File: src/rtl/soc_bus_pkg.sv
// Shared bus types for the SoC memory arbiter.
// Master ids and the response-pipeline entry.
package soc_bus_pkg;

  localparam int BUS_ADDR_W = 32;
  localparam int BUS_DATA_W = 32;

  typedef enum logic {
    MST_IFETCH = 1'b0,
    MST_LSU    = 1'b1
  } mst_id_e;

  typedef struct packed {
    logic    valid;
    mst_id_e owner;
    logic    we;
  } rsp_ent_t;

  function automatic mst_id_e mst_of(
    input logic is_lsu
  );
    return is_lsu ? MST_LSU : MST_IFETCH;
  endfunction

endpackage

File: src/rtl/arb_rsp_pipe.sv
// Fixed-depth response tracker for the memory arbiter.
// Entries shift one slot per cycle; head is MEM_LAT old.
module arb_rsp_pipe
  import soc_bus_pkg::*;
#(
  parameter int MEM_LAT = 1
) (
  input  logic     clk,
  input  logic     rst_n,
  input  rsp_ent_t push_i,
  output rsp_ent_t head_o
);

  rsp_ent_t [MEM_LAT-1:0] q;

  // shift issued entries toward the head, clear on reset
  always_ff @(posedge clk or negedge rst_n) begin
    if (!rst_n) begin
      q <= '0;
    end else begin
      q[0] <= push_i;
      for (int i = 1; i < MEM_LAT; i++) begin
        q[i] <= q[i-1];
      end
    end
  end

  assign head_o = q[MEM_LAT-1];

endmodule

File: src/rtl/mem_bus_arbiter.sv
// Two-master arbiter for the single memory port.
// ARB_ROUND_ROBIN_EN: alternate winners on conflict.
module mem_bus_arbiter
  import soc_bus_pkg::*;
#(
  parameter int ADDR_W  = BUS_ADDR_W,
  parameter int DATA_W  = BUS_DATA_W,
  parameter int MEM_LAT = 1,
  parameter int CNT_W   = 16
) (
  input  logic              clk,
  input  logic              rst_n,
  input  logic              m0_req_i,
  input  logic [ADDR_W-1:0] m0_addr_i,
  output logic              m0_gnt_o,
  output logic              m0_rvalid_o,
  output logic [DATA_W-1:0] m0_rdata_o,
  input  logic              m1_req_i,
  input  logic              m1_we_i,
  input  logic [ADDR_W-1:0] m1_addr_i,
  input  logic [DATA_W-1:0] m1_wdata_i,
  output logic              m1_gnt_o,
  output logic              m1_rvalid_o,
  output logic [DATA_W-1:0] m1_rdata_o,
  output logic              mem_en_o,
  output logic              mem_we_o,
  output logic [ADDR_W-1:0] mem_addr_o,
  output logic [DATA_W-1:0] mem_wdata_o,
  input  logic [DATA_W-1:0] mem_rdata_i,
  output logic [CNT_W-1:0]  conflict_cnt_o
);

  logic             any_req;
  logic             conflict;
  logic             win_lsu;
  logic             rr_lsu;
  rsp_ent_t         push;
  rsp_ent_t         head;
  logic [CNT_W-1:0] cnt_q;

  assign any_req  = m0_req_i | m1_req_i;
  assign conflict = m0_req_i & m1_req_i;

`ifdef ARB_ROUND_ROBIN_EN
  mst_id_e last_q;

  // remember the winner of the most recent conflict
  always_ff @(posedge clk or negedge rst_n) begin
    if (!rst_n) begin
      last_q <= MST_LSU;
    end else if (conflict) begin
      last_q <= mst_of(win_lsu);
    end
  end

  assign rr_lsu = (last_q == MST_IFETCH);
`else
  assign rr_lsu = 1'b1;
`endif

  // pick the granted master
  always_comb begin
    win_lsu = 1'b0;
    unique case (1'b1)
      conflict:               win_lsu = rr_lsu;
      (m1_req_i & ~m0_req_i): win_lsu = 1'b1;
      default:                win_lsu = 1'b0;
    endcase
  end

  assign m0_gnt_o = any_req & ~win_lsu;
  assign m1_gnt_o = any_req & win_lsu;

  assign mem_en_o    = any_req;
  assign mem_we_o    = win_lsu & m1_we_i;
  assign mem_addr_o  = win_lsu ? m1_addr_i : m0_addr_i;
  assign mem_wdata_o = win_lsu ? m1_wdata_i : '0;

  assign push.valid = any_req;
  assign push.owner = mst_of(win_lsu);
  assign push.we    = mem_we_o;

  arb_rsp_pipe #(
    .MEM_LAT (MEM_LAT)
  ) u_rsp (
    .clk    (clk),
    .rst_n  (rst_n),
    .push_i (push),
    .head_o (head)
  );

  // route the head response to its owner
  always_comb begin
    m0_rvalid_o = 1'b0;
    m1_rvalid_o = 1'b0;
    m0_rdata_o  = '0;
    m1_rdata_o  = '0;
    if (head.valid) begin
      if (head.owner == MST_LSU) begin
        m1_rvalid_o = 1'b1;
        m1_rdata_o  = head.we ? '0 : mem_rdata_i;
      end else begin
        m0_rvalid_o = 1'b1;
        m0_rdata_o  = head.we ? '0 : mem_rdata_i;
      end
    end
  end

  // count conflict cycles, holding at all-ones
  always_ff @(posedge clk or negedge rst_n) begin
    if (!rst_n) begin
      cnt_q <= '0;
    end else if (conflict && (cnt_q != '1)) begin
      cnt_q <= cnt_q + CNT_W'(1);
    end
  end

  assign conflict_cnt_o = cnt_q;

endmodule

File: config.mk
export PLATFORM = sky130hd
export DESIGN_NAME = mem_bus_arbiter
export DESIGN_NICKNAME = d
export VERILOG_FILES = /design/src/rtl/soc_bus_pkg.sv /design/src/rtl/arb_rsp_pipe.sv /design/src/rtl/mem_bus_arbiter.sv
export SDC_FILE = /design/constraint.sdc
export NUM_CORES = 1
export LEC_CHECK = 0
export BUFFER_PORTS_ARGS = -buffer_cell sky130_fd_sc_hd__buf_2
export CORE_AREA = 3 3 108 110
export CTS_CLUSTER_DIAMETER = 80
export DETAILED_ROUTE_END_ITERATION = 16
export DIE_AREA = 0 0 111 113
export GPL_ROUTABILITY_DRIVEN = 0
export PLACE_DENSITY = 0.51
export REMOVE_ABC_BUFFERS = 1
export SETUP_SLACK_MARGIN = 0.4
export SYNTH_ARGS = -nofsm -noshare
export SYNTH_HDL_FRONTEND = slang
export SYNTH_HIERARCHICAL = 1
export SYNTH_SLANG_ARGS = --single-unit
File: constraint.sdc
create_clock -name clk -period 2.9 [get_ports clk]
set_input_delay 0.29 -clock clk [delete_from_list [all_inputs] [get_ports clk]]
set_output_delay 0.29 -clock clk [all_outputs]
set_load 0.02 [all_outputs]
==> results of run 1 <==
==> power by group through the flow <==
stage	registers [mW]	clock network, mW	logic (mW)
floorplan	0.426	0	0.347
global placement	0.387	0	0.704
detailed placement	0.388	0	0.709
CTS	0.384	0.190	0.713
global route	0.395	0.208	0.764
finish	0.383	0.185	0.703
==> cells by family after synthesis <==
group                      Yosys count  synth area share (%)
xor gates and xnor gates             8                 3.457
muxes                               36                 20.19
AOI/OAI and AO/OA                   10                 3.025
DFF                                 19                 23.46
adders and majority gates            1                0.6172
buffers and inverters               25                 4.753
and+or+nand+nor                    172                 44.51
==> cell usage after synthesis <==
cell and count:
nor2b_1 2, inv_1 4, nand2_1 12, nand2b_1 34, and2_1 33, nor4_1 2
nand4_2 1, or2_2 1, buf_1 3, mux2_4 1, clkbuf_1 16, mux2_2 35
and4_1 1, a31oi_1 3, o21ai_0 1, a21oi_1 4, nand4_4 1, nor2_1 69
ha_1 1, nor3_1 7, nor4_4 1, xor2_1 7, or2_4 1, xnor2_1 1
a21oi_2 1, dfrtp_1 19, a311oi_1 1, buf_2 2, nand4_1 2, and3_1 2
nand3_1 3
==> worst max path at each step <==
stage,to,slack (ps),from,cells after the start
after global routing,m0_rdata_o[3],590,u_rsp/head_o[1],4
after CTS,m0_rdata_o[3],750,u_rsp/head_o[1],4
after floorplan,conflict_cnt_o[1],1240,conflict_cnt_o[12],4
after detailed placement,mem_addr_o[22],940,m1_req_i,4
final,m0_rdata_o[26],760,u_rsp/head_o[1],4
after global placement,mem_addr_o[31],980,m1_req_i,4
==> layout by cell type (no fill, tap or decap), drive strengths merged <==
master and n:
and4 1, xor2 7, o21ai 1, a31oi 3
a21oi 5, or2 2, dfrtp 19, buf 285
xnor2 1, nor4 3, nand3 3, inv 4
ha 1, nand2 12, dlygate4sd3 1, mux2 36
and3 2, a311oi 1, clkbuf 4, nand2b 34
nor3 7, nand4 4, nor2 69, nor2b 2
and2 33
==> metrics by stage <==
stage / setup slack (ps) / area [µm²]
after CTS: 753.1 / 3610
after floorplan: 1242 / 1946
after global routing: 593.9 / 3610
final: 756.6 / 3610
after detailed placement: 944.5 / 3555
after global placement: 980.0 / 3555
==> repair_timing <==
item / CTS / global route
hold buffers: 1 / 0
buffers inserted: 0 / 0
hold endpoints to repair: 19 / 0
==> worst reg2reg max path, stage by stage (launching register included) <==
cell	delay, ps
dfrtp_1	400
ha_1	210
and4_1	270
nand2_1	170
nor3_1	190
mux2_2	350
==> flip-flops by register name (all words and copies together) (netlist names) <==
signal / cells
u_rsp/head_o: 3
conflict_cnt_o: 16
==> metal layers <==
| metal | up-vias | GRT usage, % | part of all wire, % |
|---|---|---|---|
| li1 | 1413 | - | - |
| met1 | 1294 | 16.23 | 37 |
| met2 | 179 | 28.52 | 52 |
| met3 | 4 | 4.011 | 10 |
| met4 | 0 | 1.314 | 0.67 |
| met5 | - | 0 | 0 |
==> layout make-up <==
type,instances,area [µm²]
Clock buffer,4,45.04
Inverter,4,15.01
Multi-Input combinational cell,227,1455
Tap cell,140,175.2
Timing Repair Buffer,286,1444
Fill cell,1189,7183
Sequential cell,19,475.5
==> results.py, run 1 <==
metrics = {
    "finish": {
        "area_growth_pct": 78.09,
        "final_cell_count_no_fill": 680,
        "fin_util_pct": 33.45,
        "diodes": 0,
        "fin_nets": 675,
        "layout-drive-gt1-share_pct": 61.11,
    },
    "routing": {
        "vias": 2890,
        "drcViolationCount": 0,
        "routed_via_density": 4.250,
        "first_pass_iters": 4,
        "ant_nets": 0,
        "wl_per_cell_um": 14.49,
        "wl_um": 9856,
        "drt_iter0_markers": 88,
    },
    "yosys": {
        "yosys.cell_types.count": 31,
        "synthTopCellsByArea": "dfrtp_1 (23%), mux2_2 (19%), nor2_1 (13%)",
        "synth-seq-cells": 19,
        "synth.cell_area_um2": 2027,
        "synth_warnings": 6,
        "synth_top_area_cell": "dfrtp_1",
        "syn_avg_cell_area_um2": 7.479,
        "yosysSeqAreaShare_pct": 23.46,
        "syn_inst": 271,
        "synth.top_cell.area_share_pct": 23.46,
    },
    "status": {
        "status": "complete, no violations",
    },
    "setup_path": {
        "arrival_ps": 1850,
        "ff2ff_path_depth": 5,
        "path_buf_inv": 2,
        "timing.rr.start": "conflict_cnt_o[0]",
        "start_kind": "flip-flop",
        "critPathKind": "reg2out",
        "r2r_end": "conflict_cnt_o[14]",
        "cp_max_fo": 26,
        "cpLargestDelayFamily": "simple AND/OR/NAND/NOR gates",
        "end_kind": "primary output",
        "cp_slowest_cell": "nand2b_1",
        "worstPathRequired_ps": 2610,
        "reg2reg_setup_slack_ps": 1200,
        "path_cells": "nand2b_1, buf_4, nor2_1, buf_2",
        "slowest_delay_ps": 560,
    },
    "flow_run": {
        "drv_cap": 0,
    },
    "pwr": {
        "power_leakage_nw": 2.154,
        "combPwrFrac_pct": 55.3,
        "pwr-share-seq_pct": 30.1,
        "p_int_mw": 0.6931,
        "power_density_nw_per_um2": 351.8,
        "p_total_mw": 1.270,
        "vdd_ir_drop_max_uv": 213.0,
        "clkPwrFrac_pct": 14.5,
        "switching_share_pct": 45.43,
        "p_switching_mw": 0.5770,
    },
    "hold_path": {
        "hp-start": "m1_we_i",
        "min_path_type": "in2reg",
        "holdPathStages": 2,
        "holdPathEnd": "u_rsp/head_o[0]",
    },
    "die": {
        "chipWidth_um": 111,
        "coreArea_um2": 10790,
        "initial_utilization_pct": 18.78,
        "dieArea_um2": 12540,
        "rows": 38,
        "dieHeight_um": 113,
        "io-pin-count": 283,
    },
    "timing": {
        "skew_ps": 4.056,
        "hold_viol": 0,
        "clock.fmax_mhz": 466.6,
        "setup_viol": 0,
        "period_minus_slack_ps": 2143,
        "finalMaxSlewViolations": 0,
        "hold_ws_ps": 286.8,
        "tightest_slew_ps": 904.4,
        "slew_headroom_pct": 39.71,
        "fin_setup_tns_ps": 0,
        "rsz0062_at_grt": "no",
        "fin_crit_sh_pct": 73.91,
    },
    "clock_network": {
        "clk_pin_slew_ps": 70,
        "cts-resized-gates": 0,
        "cts_tree": "yes",
        "cts_root_buf": "clkbuf_8",
        "h-tree-depth": 1,
        "clock_latency_ps": 250,
        "cts_max_path_buffers": 2,
        "cts_sinks": 19,
        "cts_buffers": 3,
    },
    "global_route": {
        "grt_use_total_pct": 14.57,
        "grt_pass1_vias": 2878,
        "overflow": 0,
        "antenna_found_initial": 0,
        "grt_pass1_wl_um": 15210,
        "grt_max_degree": 62,
    },
    "placement": {
        "place_hpwl_um": 8639,
        "portBuffers": 282,
        "numPlacedInstances": 675,
    },
}
No activity file was read; power rests on OpenSTA's default activity.
==> run 2, diff against run 1 <==
- CORE_AREA: 3 3 108 110 -> 3 3 109 111
- DIE_AREA: 0 0 111 113 -> 0 0 112 114
- PLACE_DENSITY: 0.51 -> 0.52
- clock period: 2.9 -> 1.75 ns (I/O delays scaled with it)
==> run 2 against run 1 <==
  * Clock-buffer cell count is 1 lower
  * Via count is 13% higher
  * Setup slack worse by 620 ps
  * Combinational power grew to 2.8 times the previous value
  * Power is 130% higher
  * Global-route usage is 2.2 points higher
  * Largest cell class is now buffers
==> results.py, run 2 (synthesized netlist as in run 1, its figures left out) <==
metrics = {
    "status": {
        "status": "complete, no violations",
    },
    "pwr": {
        "pwr-share-seq_pct": 20.6,
        "vdd_ir_drop_max_uv": 482.8,
        "switching_share_pct": 43.75,
        "combPwrFrac_pct": 68.4,
        "clkPwrFrac_pct": 11.0,
        "p_switching_mw": 1.251,
        "p_int_mw": 1.609,
        "power_density_nw_per_um2": 528.1,
        "p_total_mw": 2.860,
        "power_leakage_nw": 2.735,
    },
    "die": {
        "dieHeight_um": 114,
        "initial_utilization_pct": 18.62,
        "io-pin-count": 283,
        "coreArea_um2": 10890,
        "rows": 38,
        "dieArea_um2": 12770,
        "chipWidth_um": 112,
    },
    "setup_path": {
        "arrival_ps": 1440,
        "cpLargestDelayFamily": "flip-flops",
        "end_kind": "primary output",
        "path_cells": "clkbuf_16, nand2b_4, nor2_1, buf_4",
        "cp_slowest_cell": "dfrtp_4",
        "critPathKind": "reg2out",
        "path_buf_inv": 2,
        "worstPathRequired_ps": 1570,
        "slowest_delay_ps": 550,
        "cp_max_fo": 8,
        "start_kind": "flip-flop",
    },
    "finish": {
        "seq_area_um2": 481.7,
        "layout_common_cells": "buf_2 (215), buf_6 (63), nor2_4 (52)",
        "fin_nets": 719,
        "largest_reg_flops": 16,
        "nFillCells": 940,
        "final_common_cell": "buf_2",
        "area_growth_pct": 167.2,
        "layout-drive-gt1-share_pct": 83.90,
        "multiInputGateArea_um2": 2263,
        "diodes": 0,
    },
    "timing": {
        "tightest_slew_ps": 449.0,
        "clock.fmax_mhz": 620.9,
        "setup_viol": 0,
        "rsz0062_at_grt": "yes",
        "fin_setup_tns_ps": 0,
        "period_minus_slack_ps": 1610,
        "skew_ps": 1.771,
        "hold_viol": 0,
        "slew_headroom_pct": 70.07,
        "finalMaxSlewViolations": 0,
        "fin_crit_sh_pct": 92.03,
    },
    "clock_network": {
        "cts_sinks": 19,
        "cts_max_path_buffers": 2,
        "clk_pin_slew_ps": 80,
        "cts_tree": "yes",
        "h-tree-depth": 1,
        "cts_buffers": 3,
        "cts_root_buf": "clkbuf_8",
        "clock_latency_ps": 260,
    },
    "hold_path": {
        "min_path_type": "in2reg",
    },
    "routing": {
        "wl_per_cell_um": 17.17,
        "ant_nets": 0,
        "vias": 3253,
        "drt_iter0_markers": 122,
        "first_pass_iters": 4,
        "wl_um": 12430,
        "routed_via_density": 4.493,
        "drcViolationCount": 0,
    },
    "placement": {
        "portBuffers": 282,
        "place_hpwl_um": 8157,
    },
    "global_route": {
        "antenna_found_initial": 1,
        "grt_max_degree": 34,
        "grt_pass1_vias": 3322,
        "overflow": 0,
        "grt_pass1_wl_um": 17570,
        "grt_use_total_pct": 16.78,
    },
    "flow_run": {
        "drv_cap": 0,
    },
}
==> run 2: cell count changes in the layout (fill, tap and decap cells not counted), moves of 31 or more <==
cell      before  now
nand2b_4       0   31
nand2b_1      34    2
nor2_4         0   52
buf_4          3   37
buf_6          0   63
nor2_1        69   13
buf_2        282  215
==> run 2: repair_timing <==
action                                  CTS  global route
endpoints found under the setup margin  114            82
cloned                                    8             2
buffers inserted                         23             3
hold buffers                              1             0
pin swaps                                29            40
resized for setup                       179           152
endpoints found under the hold margin    19             0
==> run 2: final timing paths <==
check,startpoint,end,slack (ps),cells past startpoint
max in group asynchronous,rst_n,u_rsp/head_o[0],1020,2
min in group asynchronous,rst_n,conflict_cnt_o[12],390,2
min reg2reg,conflict_cnt_o[15],conflict_cnt_o[15],540,1
max reg2reg,conflict_cnt_o[0],conflict_cnt_o[12],180,7
min,m1_req_i,u_rsp/head_o[1],140,1
max,u_rsp/head_o[0],m1_rdata_o[3],140,4
==> run 2: layout make-up <==
cell class              instances  share of cell area [%]
repair buffers                330                   44.85
multi-input cells             227                   41.80
flip-flops and latches         19                   8.896
well taps                     140                   3.235
clock buffers                   3                  0.7625
inverters                       4                  0.3697
clock inverters                 1                 0.09242
==> run 2: routing by layer <==
metal | routed length (µm) | global-route usage (%) | share of wire [%]
met5 | 13 | 0 | 0.10
met4 | 146 | 2.644 | 1.2
met3 | 993 | 3.236 | 8.0
met2 | 6819 | 34.25 | 55
met1 | 4456 | 17.97 | 36
==> run 2: stage by stage <==
step	setup slack (ps)	cells	hold slack, ps	area [µm²]	utilization [%]
after CTS	178.7	719	135.8	4725	43.39
after floorplan	91.54	250	-120.6	1946	-
after global placement	129.4	683	139.8	3627	33.31
after global routing	97.44	724	133.9	5415	49.74
final	139.5	724	142.5	5415	49.74
after detailed placement	61.56	683	146.1	3627	33.31
==> run 2: power by group through the flow <==
stage	Combinational (mW)	Clock (mW)	Sequential [mW]
6_report	1.96	0.315	0.589
5_1_grt	2.07	0.339	0.601
4_1_cts	1.72	0.324	0.581
3_5_place_dp	1.22	0	0.626
3_3_place_gp	1.22	0	0.613
2_1_floorplan	0.575	0	0.706
